### src/rtl/writeback_unit.sv
// Writeback stage: round-robin picks one completed result per cycle from the
// execute pipes, registers it, then drives the register-file write and completion.
module writeback_unit #(
  parameter int p_num_pipes    = 2,
  parameter int p_seq_num_bits = 5
) (
  input  logic                                          clk,
  input  logic                                          rst,
  input  logic [p_num_pipes-1:0]                        X_val,
  output logic [p_num_pipes-1:0]                        X_rdy,
  input  logic [p_num_pipes-1:0][31:0]                  X_pc,
  input  logic [p_num_pipes-1:0][p_seq_num_bits-1:0]    X_seq_num,
  input  logic [p_num_pipes-1:0][4:0]                   X_waddr,
  input  logic [p_num_pipes-1:0][31:0]                  X_wdata,
  input  logic [p_num_pipes-1:0]                        X_wen,
  output logic                                          rf_wen,
  output logic [4:0]                                    rf_waddr,
  output logic [31:0]                                   rf_wdata,
  output logic                                          cmpl_val,
  output logic [p_seq_num_bits-1:0]                     cmpl_seq_num,
  output logic [31:0]                                   cmpl_pc,
  output logic [4:0]                                    cmpl_waddr,
  output logic                                          cmpl_wen
);

  localparam int PTR_W = (p_num_pipes > 1) ? $clog2(p_num_pipes) : 1;

  logic [PTR_W-1:0]          ptr;
  logic [PTR_W-1:0]          win;
  logic [PTR_W-1:0]          cand;
  logic [PTR_W-1:0]          ptr_next;
  logic                      found;

  logic                      wb_valid;
  logic [31:0]               wb_pc;
  logic [p_seq_num_bits-1:0] wb_seq_num;
  logic [4:0]                wb_waddr;
  logic [31:0]               wb_wdata;
  logic                      wb_wen;

  // Scan from ptr with wrap-around; the first valid channel wins.
  always_comb begin
    found = 1'b0;
    win   = '0;
    cand  = '0;
    for (int k = 0; k < p_num_pipes; k++) begin
      cand = PTR_W'((int'(ptr) + k) % p_num_pipes);
      if (!found && X_val[cand]) begin
        found = 1'b1;
        win   = cand;
      end
    end
  end

  // Grant is held off while reset is asserted so no handshake can be
  // accepted by a source while the flops are being cleared.
  always_comb begin
    X_rdy = '0;
    if (found && !rst) X_rdy[win] = 1'b1;
  end

  assign ptr_next = (win == PTR_W'(p_num_pipes - 1)) ? '0 : win + 1'b1;

  always_ff @(posedge clk or posedge rst) begin
    if (rst) begin
      ptr        <= '0;
      wb_valid   <= 1'b0;
      wb_pc      <= '0;
      wb_seq_num <= '0;
      wb_waddr   <= '0;
      wb_wdata   <= '0;
      wb_wen     <= 1'b0;
    end else begin
      wb_valid <= found;
      if (found) begin
        ptr        <= ptr_next;
        wb_pc      <= X_pc[win];
        wb_seq_num <= X_seq_num[win];
        wb_waddr   <= X_waddr[win];
        wb_wdata   <= X_wdata[win];
        wb_wen     <= X_wen[win];
      end
    end
  end

  // Writes to x0 are dropped at the register file but still reported as writes.
  assign rf_wen       = wb_valid & wb_wen & (wb_waddr != 5'd0);
  assign rf_waddr     = wb_waddr;
  assign rf_wdata     = wb_wdata;
  assign cmpl_val     = wb_valid;
  assign cmpl_seq_num = wb_seq_num;
  assign cmpl_pc      = wb_pc;
  assign cmpl_waddr   = wb_waddr;
  assign cmpl_wen     = wb_valid & wb_wen;

endmodule

### config.mk
export PLATFORM = sky130hd
export DESIGN_NAME = writeback_unit
export DESIGN_NICKNAME = d
export VERILOG_FILES = /design/src/rtl/writeback_unit.sv
export SDC_FILE = /design/constraint.sdc
export NUM_CORES = 1
export LEC_CHECK = 0
export ABC_AREA = 1
export CAP_MARGIN = 10
export CORE_ASPECT_RATIO = 1.75
export CORE_MARGIN = 5
export CORE_UTILIZATION = 40
export CTS_BUF_LIST = sky130_fd_sc_hd__clkbuf_8
export DETAILED_ROUTE_END_ITERATION = 8
export PLACE_DENSITY = 0.83
export SETUP_SLACK_MARGIN = 0.1
export SLEW_MARGIN = 20
export SYNTH_ARGS = -nofsm -noshare
export SYNTH_HDL_FRONTEND = slang
export SYNTH_SLANG_ARGS = --single-unit
### constraint.sdc
create_clock -name clk -period 5.48 [get_ports clk]
set_input_delay 1.096 -clock clk [delete_from_list [all_inputs] [get_ports clk]]
set_output_delay 1.096 -clock clk [all_outputs]
set_load 0.02 [all_outputs]
==> qor.txt, run 1 <==
Worst IR Drop VDD - 143.5 µV
Fin. Hold Viols - 0
Post-CTS setup repair buffer count - 0
Largest net degree at the start of global routing - 78
Total power - 1.662 mW
Die Y - 145.8 µm
IO Port Bufs - 237
Synthesis-to-finish area growth - 58.39%
Vias post-DR - 4,781
Fill count - 875
Distinct cells, synth - 15
Antenna violations before repair - 1
Number of global-route vias before repair - 4,872
Clock latency on the worst-skew pair - 0.36 ns
Routed Antenna Nets - 0
Initial core utilization - 40.90%
Clk slew on worst S/H paths - 0.07 ns
DRT Wirelength - 15.53 mm
Die Footprint - 12,760 µm²
Total Negative Setup Slacks - 0 ns
Slew Limit Fails - 0
Yosys reg bits - 77
Mapped Cells - 591
Layout Cells excl Fill - 932
DRT iter0 DRCs - 309
RSZ-0062 raised after global routing - false
Kind of critical path - input pin to output port
Final hold slack - 0.4988 ns
Overflow after GRT - 0
Max cap viols - 0
DRC viols - 0
WL/cell - 16.67 µm
Startpoint types - input pin
Worst reg-to-reg path cell count - 6
Final nets - 953
CTS Buffer Depth - 2
Pwr/cell area - 249.1 nW/µm²
R2R Path End - cmpl_seq_num[2]
Hold Crit Class - flop to flop
Placed Cells - 915
Max H-tree Level - 3
R2r setup slk - 3.50 ns
Layout Skew - 0.01503 ns
Mapped Area - 4213 µm²
Total track usage - 23.75%
Routability cong. - 0.9431
Share of layout cells above drive strength 1 - 3.607%
DR vias/cell - 5.130
TritonCTS buffer count - 9
Reg area - 1927 µm²
YS warnings - 0
Number of synthesized flops with an enable pin - 0
Die W - 87.58 µm
CTS Root Cell - clkbuf_8
Async S/R FF share, synth - 100.0%
Syn Nets - 745
Arr. time, crit path - 2.99 ns
Leakage power - 3.421 nW
CTS tree - built
CP max FO - 28
Ys flop type - dfrtp_1
Clock period minus worst slack - 4.085 ns
Sink Count - 77
CP required - 4.38 ns
Core ar. - 10,300 µm²
CTS resizes - 0
TritonRoute pass-1 iters - 5
Area of the multi-input gates - 1664 µm²
Tcrit/Tclk final - 74.54%
Fmax - 0.2448 GHz
Crit. Startpoint - X_val[1]
Average cell area after synthesis - 7.128 µm²
Least-Margin Pin Slew - 0.8099 ns
Hpwl dp - 11.24 mm
Relative slew slack - 46.01%
CP endpoint - X_rdy[0]
Outcome - finished clean
Type of destination of the critical path - output port
Sequential-to-total area share from yosys stat - 45.74%
# rows - 49
RR Startpoint - ptr
# hold bufs at CTS - 0
First-pass GRT wire length - 23.90 mm
Top Ports - 238
Endpoints failing setup - 0
-- critical path: stages --
cell	delay [ns]
buf_2	0.44
buf_4	0.37
nor2_4	0.06
inv_1	0.09
nand2_1	0.09
a21oi_1	0.16
clkdlybuf4s50_1	0.65
-- placed cells by master (no fill, tap or decap) --
master / n
nand3_1: 150
nand2_2: 1
nor2_4: 1
dfrtp_1: 77
buf_2: 2
clkinvlp_4: 3
bufinv_16: 1
inv_1: 79
nor2_1: 3
diode_2: 1
a21oi_1: 1
nand2_1: 228
buf_4: 6
nand3b_1: 1
o21ai_0: 1
clkinv_2: 3
clkbuf_8: 10
buf_6: 1
nand2_4: 1
clkdlybuf4s50_1: 235
-- stage by stage --
| step | setup WS, ns | instance area [µm²] | util [%] |
|---|---|---|---|
| global route | 1.280 | 6673 | 64.78 |
| global placement | 1.443 | 6466 | 62.78 |
| CTS | 1.396 | 6666 | 64.72 |
| floorplan | 1.153 | 4213 | - |
| detailed placement | 1.411 | 6466 | 62.78 |
| finish | 1.395 | 6673 | 64.78 |
-- cell usage after synthesis, types with 3 or more instances --
cell	number	share of area [%]
buf_6	8	2.1
buf_2	17	2.0
dfrtp_1	77	46
nand3_1	150	18
nor2_1	3	0.27
nand2_1	228	20
inv_1	80	7.1
clkbuf_1	5	0.45
buf_4	17	3.0
-- registers in the layout (all words and copies together), names as in the netlist --
| signal | flops |
|---|---|
| cmpl_pc | 32 |
| cmpl_seq_num | 5 |
| cmpl_val | 1 |
| cmpl_waddr | 5 |
| ptr | 1 |
| rf_wdata | 32 |
| wb_wen | 1 |
-- layout make-up --
type                       instances  share of cell area, %
timing repair buffer             244                  36.25
sequential                        77                  28.88
multi-input combinational        387                  24.94
inverter                          80                  4.519
tap                              127                  2.381
clock buffer                      10                  2.063
clock inverter                     6                 0.9376
antenna                            1                0.03750
-- cells by family (layout without fill, tap and decap cells) --
logic type	Yosys count	count (layout)	synth area share (%)
simple gates	385	385	39.26
buf+inv	127	340	14.76
flops	77	77	45.74
compound gates	2	2	0.2374
other cells	0	1	0
-- power breakdown --
| part | switching [mW] | total [mW] | internal [mW] |
|---|---|---|---|
| combinational | 0.282 | 0.553 | 0.271 |
| clock | 0.212 | 0.433 | 0.221 |
| sequential | 0.0420 | 0.676 | 0.634 |
-- layer usage --
layer | vias to the layer above | wire length (µm) | global-route usage (%)
li1 | 2222 | - | -
met1 | 2275 | 5256 | 25.52
met5 | - | 0 | 0
met3 | 47 | 1179 | 4.589
met2 | 237 | 8420 | 42.03
met4 | 0 | 678 | 13.21
-- worst min path at each step --
stage,from,end,depth (start not counted)
after floorplan,wb_wen,wb_wen,2
after global placement,cmpl_pc[21],cmpl_pc[21],2
after detailed placement,cmpl_pc[21],cmpl_pc[21],2
after CTS,cmpl_pc[23],cmpl_pc[23],2
after global routing,cmpl_pc[26],cmpl_pc[26],2
final,cmpl_pc[8],cmpl_pc[8],2
No activity file was read; power rests on OpenSTA's default activity.
==> run 2: changes to the inputs <==
Settings changed: CORE_UTILIZATION 40 to 36, PLACE_DENSITY 0.83 to 0.79.
Clock period 5.48 ns to 3.3 ns, I/O delays scaled along.
==> run 2 against run 1 <==
Net effect: cell count up 0.86%; power increased by 73%; register-to-register slack worse by 1.8 ns; hold slack lost 0.0025 ns; sequential power up 66%; cell area increased by 0.86%; critical path depth decreased by 2; core utilization is 6.3 points lower; combinational power up 64%; first-iteration DRC count down 49%; clock skew shrank 0.0078 ns.
==> qor.txt, run 2 (same netlist as run 1, synthesis figures left out) <==
RSZ-0062 raised after global routing - false (unchanged)
Hpwl dp - 10.03 mm (was 11.24 mm)
CP max FO - 2 (was 28)
Top Ports - 238 (unchanged)
Kind of critical path - input pin to output port (unchanged)
Slew Limit Fails - 0 (unchanged)
Sink Count - 77 (unchanged)
First-pass GRT wire length - 22.43 mm (was 23.90 mm)
Layout Skew - 0.007273 ns (was 0.01503 ns)
RR Startpoint - ptr (unchanged)
Routability cong. - 0.7967 (was 0.9431)
Antenna violations before repair - 0 (was 1)
DR vias/cell - 4.752 (was 5.130)
Final instance area - 6730 µm² (was 6673 µm²)
Hold Crit Class - flop to flop (unchanged)
DRT Wirelength - 14.32 mm (was 15.53 mm)
CTS resizes - 0 (unchanged)
Arr. time, crit path - 2.04 ns (was 2.99 ns)
DP Area - 6486 µm² (was 6466 µm²)
DRT iter0 DRCs - 158 (was 309)
Die W - 91.78 µm (was 87.58 µm)
TritonRoute pass-1 iters - 4 (was 5)
Max H-tree Level - 3 (unchanged)
Post-CTS setup repair buffer count - 0 (unchanged)
Die Y - 153.1 µm (was 145.8 µm)
Fmax - 0.3701 GHz
CTS Buffer Depth - 2 (unchanged)
WL/cell - 15.24 µm (was 16.67 µm)
DRC viols - 0 (unchanged)
Core ar. - 11,520 µm² (was 10,300 µm²)
Fill count - 1,024 (was 875)
Wire length on met3 - 846 µm (was 1.179 mm)
Commonest non-fill, non-tap cell in the layout - clkdlybuf4s50_1 (unchanged)
Largest net degree at the start of global routing - 78 (unchanged)
Clk slew on worst S/H paths - 0.07 ns (about the same)
Startpoint types - input pin (unchanged)
Tcrit/Tclk final - 81.88%
Hold Path Stages - 2 (unchanged)
Total track usage - 20.28% (was 23.75%)
Overflow after GRT - 0 (unchanged)
Outcome - finished clean (unchanged)
Met1 wire length - 5.666 mm (was 5.256 mm)
CTS Root Cell - clkbuf_8 (unchanged)
Clock latency on the worst-skew pair - 0.35 ns (was 0.36 ns)
Max Used Layer - met4 (unchanged)
Fin. Hold Viols - 0 (unchanged)
Most frequent cells in the layout - clkdlybuf4s50_1, nand2_1, nand3_1, inv_1, dfrtp_1 (unchanged)
Number of global-route vias before repair - 4,381 (was 4,872)
Reg area - 1927 µm² (unchanged)
Area of the multi-input gates - 1664 µm² (unchanged)
Type of destination of the critical path - output port (unchanged)
Pwr/cell area - 428.3 nW/µm² (was 249.1 nW/µm²)
IO Port Bufs - 237 (unchanged)
TritonCTS buffer count - 9 (unchanged)
R2R Path End - rf_wdata[8] (was cmpl_seq_num[2])
Synthesis-to-finish area growth - 59.76% (was 58.39%)
CTS tree - built (unchanged)
Max cap viols - 0 (unchanged)
Leakage power - 3.456 nW (was 3.421 nW)
Total Negative Setup Slacks - 0 ns (unchanged)
Share of layout cells above drive strength 1 - 3.478% (was 3.607%)
Least-Margin Pin Slew - 0.8397 ns (was 0.8099 ns)
Vias post-DR - 4,467 (was 4,781)
R2r setup slk - 1.72 ns (was 3.50 ns)
# rows - 52 (was 49)
Relative slew slack - 44.02% (was 46.01%)
Initial core utilization - 36.58% (was 40.90%)
CP required - 2.64 ns (was 4.38 ns)
Crit. Startpoint - rst (was X_val[1])
Final antenna diode count - 0 (was 1)
Die Footprint - 14,050 µm² (was 12,760 µm²)
Worst IR Drop VDD - 264.1 µV (was 143.5 µV)
Clock period minus worst slack - 2.702 ns
Final nets - 954 (was 953)
Endpoints failing setup - 0 (unchanged)
Hold path startpoint - cmpl_pc[16] (was cmpl_pc[8])
Routed Antenna Nets - 0 (unchanged)
Worst reg-to-reg path cell count - 6 (unchanged)
Met2 Wirelength - 7.361 mm (was 8.420 mm)
# hold bufs at CTS - 0 (unchanged)
Hold Path Sink - cmpl_pc[16] (was cmpl_pc[8])
-- run 2: changes by cell type in the layout (fill, tap and decap cells not counted) --
cell and change:
bufinv_16 +2, clkinv_2 -2, clkinvlp_4 -2, inv_1 +2, buf_4 +1, diode_2 -1
-- run 2: through the flow --
stage	hold slack (ns)	instances	worst slack [ns]	util [%]	total power, mW
after floorplan	0.4650	591	0.5526	-	1.569
after global placement	0.4773	924	0.6155	56.32	2.040
after detailed placement	0.4802	924	0.6016	56.32	2.051
after CTS	0.5023	940	0.5853	58.41	2.921
after global routing	0.5229	940	0.5239	58.44	3.029
final	0.4964	940	0.5981	58.44	2.882
-- run 2: where the power goes --
part | internal, mW | switching [mW]
combinational | 0.451 | 0.455
clock | 0.517 | 0.342
sequential | 1.05 | 0.0634
total | 2.02 | 0.861
-- run 2: critical path, cell delays in order --
cell	delay [ns]
clkdlybuf4s50_1	0.46
clkinvlp_4	0.10
nand2_1	0.05
a21oi_1	0.13
clkdlybuf4s50_1	0.64
-- run 2: layer usage --
layer,vias up,GRT usage (%)
met5,-,0
met4,0,8.717
met3,35,4.329
met2,170,35.30
met1,2033,23.83
li1,2229,-
-- run 2: worst max-delay path by stage --
stage                     depth (start not counted)  slack, ns        to
final                                             5       0.60  X_rdy[0]
after global routing                              5       0.52  X_rdy[0]
after CTS                                         5       0.59  X_rdy[0]
after detailed placement                          5       0.60  X_rdy[0]
after global placement                            5       0.62  X_rdy[0]
after floorplan                                   3       0.55  X_rdy[0]
-- run 2: final cells by class --
class | count | share of cell area (%)
repair buffers | 245 | 36.05
well taps | 135 | 2.510
clock buffers | 10 | 2.045
clock inverters | 6 | 1.524
flip-flops and latches | 77 | 28.63
multi-input cells | 387 | 24.73
inverters | 80 | 4.518
==> run 3: changes to the inputs <==
Clock period 3.3 ns to 2.4 ns, I/O delays scaled along.
==> run 3 against run 2 <==
Net effect: combinational power rose by 39%; clock skew rose by 0.0073 ns; cell count did not move; first-iteration DRC count rose by 28%; clock-buffer cell count did not move; non-clock buffer count rose by 1; power rose by 34%; hold slack got worse by 0.061 ns; critical path depth fell by 2; via count rose by 1.3%; clock power rose by 26%.
==> qor.txt, run 3 (same netlist as run 1, synthesis figures left out) <==
Crit-path cells - clkdlybuf4s50_1 -> nor2_1 -> clkdlybuf4s50_1 (was clkdlybuf4s50_1 -> clkinvlp_4 -> nand2_1 -> a21oi_1 -> clkdlybuf4s50_1)
Cell mode on critical path - clkdlybuf4s50_1 (unchanged)
DP Area - 6494 µm² (was 6486 µm²)
NetSw - 1.200 mW (was 861.1 µW)
Final core occ - 58.27% (was 58.44%)
Final hold slack - 0.4350 ns (was 0.4964 ns)
Hold Path Stages - 3 (was 2)
Arr. time, crit path - 1.73 ns (was 2.04 ns)
CP required - 1.92 ns (was 2.64 ns)
Max cap viols - 0 (unchanged)
TritonCTS buffer count - 9 (unchanged)
Total power - 3.874 mW (was 2.882 mW)
Final antenna diode count - 0 (unchanged)
Clock latency on the worst-skew pair - 0.35 ns (about the same)
Die Footprint - 14,050 µm² (unchanged)
Worst reg-to-reg path cell count - 6 (unchanged)
R2r setup slk - 0.76 ns (was 1.72 ns)
Commonest non-fill, non-tap cell in the layout - clkdlybuf4s50_1 (unchanged)
Final critical-path setup slack - 0.1872 ns (was 0.5981 ns)
Endpoints failing setup - 0 (unchanged)
R2R Path End - rf_wdata[26] (was rf_wdata[8])
# rows - 52 (unchanged)
Combinational share of power - 32.4% (was 31.5%)
CTS Root Cell - clkbuf_8 (unchanged)
Initial core utilization - 36.58% (unchanged)
WL/cell - 15.72 µm (was 15.24 µm)
CTS resizes - 1 (was 0)
CTS tree - built (unchanged)
Layout Cells excl Fill - 940 (unchanged)
DRT Wirelength - 14.78 mm (was 14.32 mm)
Leakage power - 3.444 nW (was 3.456 nW)
# hold bufs at CTS - 0 (unchanged)
Max H-tree Level - 3 (unchanged)
Worst IR Drop VDD - 352.6 µV (was 264.1 µV)
Outcome - finished clean (unchanged)
Most frequent cells in the layout - clkdlybuf4s50_1, nand2_1, nand3_1, inv_1, dfrtp_1 (unchanged)
Vias post-DR - 4,524 (was 4,467)
Number of global-route vias before repair - 4,463 (was 4,381)
P_int - 2.673 mW (was 2.021 mW)
Antenna violations before repair - 0 (unchanged)
Die W - 91.78 µm (unchanged)
Largest net degree at the start of global routing - 78 (unchanged)
Slew Limit Fails - 0 (unchanged)
Least-Margin Pin Slew - 0.8431 ns (was 0.8397 ns)
CP max stage delay - 0.62 ns (was 0.64 ns)
Routed Antenna Nets - 0 (unchanged)
Fmax - 0.4519 GHz
Core ar. - 11,520 µm² (unchanged)
Clk slew on worst S/H paths - 0.07 ns (about the same)
CTS Buffer Depth - 2 (unchanged)
Post-CTS setup repair buffer count - 0 (unchanged)
Fill count - 1,071 (was 1,024)
Placed Cells - 925 (was 924)
Slowest cell on crit path - clkdlybuf4s50_1 (unchanged)
IO Port Bufs - 237 (unchanged)
Tcrit/Tclk final - 92.20%
Total Negative Setup Slacks - 0 ns (unchanged)
RR Startpoint - ptr (unchanged)
Die Y - 153.1 µm (unchanged)
Hold path startpoint - X_val[0] (was cmpl_pc[16])
Share of layout cells above drive strength 1 - 3.602% (was 3.478%)
Switch share - 30.99% (was 29.88%)
Clock power share - 27.9% (was 29.8%)
Clock period minus worst slack - 2.213 ns
Kind of critical path - input pin to output port (unchanged)
Type of destination of the critical path - output port (unchanged)
Synthesis-to-finish area growth - 59.28% (was 59.76%)
Final instance area - 6710 µm² (was 6730 µm²)
Routability cong. - 0.8560 (was 0.7967)
First-pass GRT wire length - 23.59 mm (was 22.43 mm)
Pwr/cell area - 577.3 nW/µm² (was 428.3 nW/µm²)
DRC viols - 0 (unchanged)
Reg power frac - 39.7% (was 38.7%)
Overflow after GRT - 0 (unchanged)
Top Ports - 238 (unchanged)
CP max FO - 2 (unchanged)
Layout Skew - 0.01459 ns (was 0.007273 ns)
TritonRoute pass-1 iters - 4 (unchanged)
Hold Crit Class - input pin to flop (was flop to flop)
DR vias/cell - 4.813 (was 4.752)
Pre-CTS setup slack - 0.01883 ns (was 0.6016 ns)
Sink Count - 77 (unchanged)
Total track usage - 21.10% (was 20.28%)
RSZ-0062 raised after global routing - false (unchanged)
Relative slew slack - 43.79% (was 44.02%)
Hold Path Sink - cmpl_val (was cmpl_pc[16])
Startpoint types - input pin (unchanged)
DRT iter0 DRCs - 203 (was 158)
Final nets - 955 (was 954)
Fin. Hold Viols - 0 (unchanged)
Hpwl dp - 10.43 mm (was 10.03 mm)
-- run 3: cell types whose count changed in the layout (fill, tap and decap cells not counted), sizes merged --
cell and delta:
buf +1, bufinv -1, clkdlybuf4s50 -1, clkinvlp +1, dlygate4sd2 +1, inv -1
-- run 3: worst max path at each step --
stage,startpoint,to,slack [ns],cells past startpoint
3_3_place_gp,rst,X_rdy[0],-0.02,5
2_1_floorplan,rst,X_rdy[0],0.05,3
3_5_place_dp,rst,X_rdy[0],0.02,5
5_1_grt,cmpl_waddr[1],rf_wen,0.14,5
6_report,rst,X_rdy[1],0.19,3
4_1_cts,rst,X_rdy[1],0.17,3
-- run 3: critical path, delay by kind of cell --
family                 cells  cell delay (ns)
and+or+nand+nor            1             0.14
buffers and inverters      2             1.12
-- run 3: power by group through the flow --
stage / Combinational (mW) / Sequential (mW) / Clock, mW
after floorplan: 0.420 / 1.74 / 0
after global placement: 1.26 / 1.56 / 0
after detailed placement: 1.27 / 1.56 / 0
after CTS: 1.27 / 1.54 / 1.11
after global routing: 1.35 / 1.56 / 1.15
final: 1.26 / 1.54 / 1.08
-- run 3: layer usage --
layer	wire, µm	share of wire (%)	global-route usage, %
met3	871	5.9	3.935
met4	471	3.2	8.646
met2	8028	54	37.74
met1	5407	37	24.42
met5	0	0	0
-- run 3: area by class of cell --
type / instances / area (µm²) / share of cell area [%]
timing repair buffer: 246 / 2432 / 36.25
clock inverter: 5 / 76.32 / 1.137
sequential: 77 / 1927 / 28.72
multi-input combinational: 387 / 1664 / 24.80
clock buffer: 10 / 137.6 / 2.051
inverter: 80 / 304.0 / 4.531
tap: 135 / 168.9 / 2.517
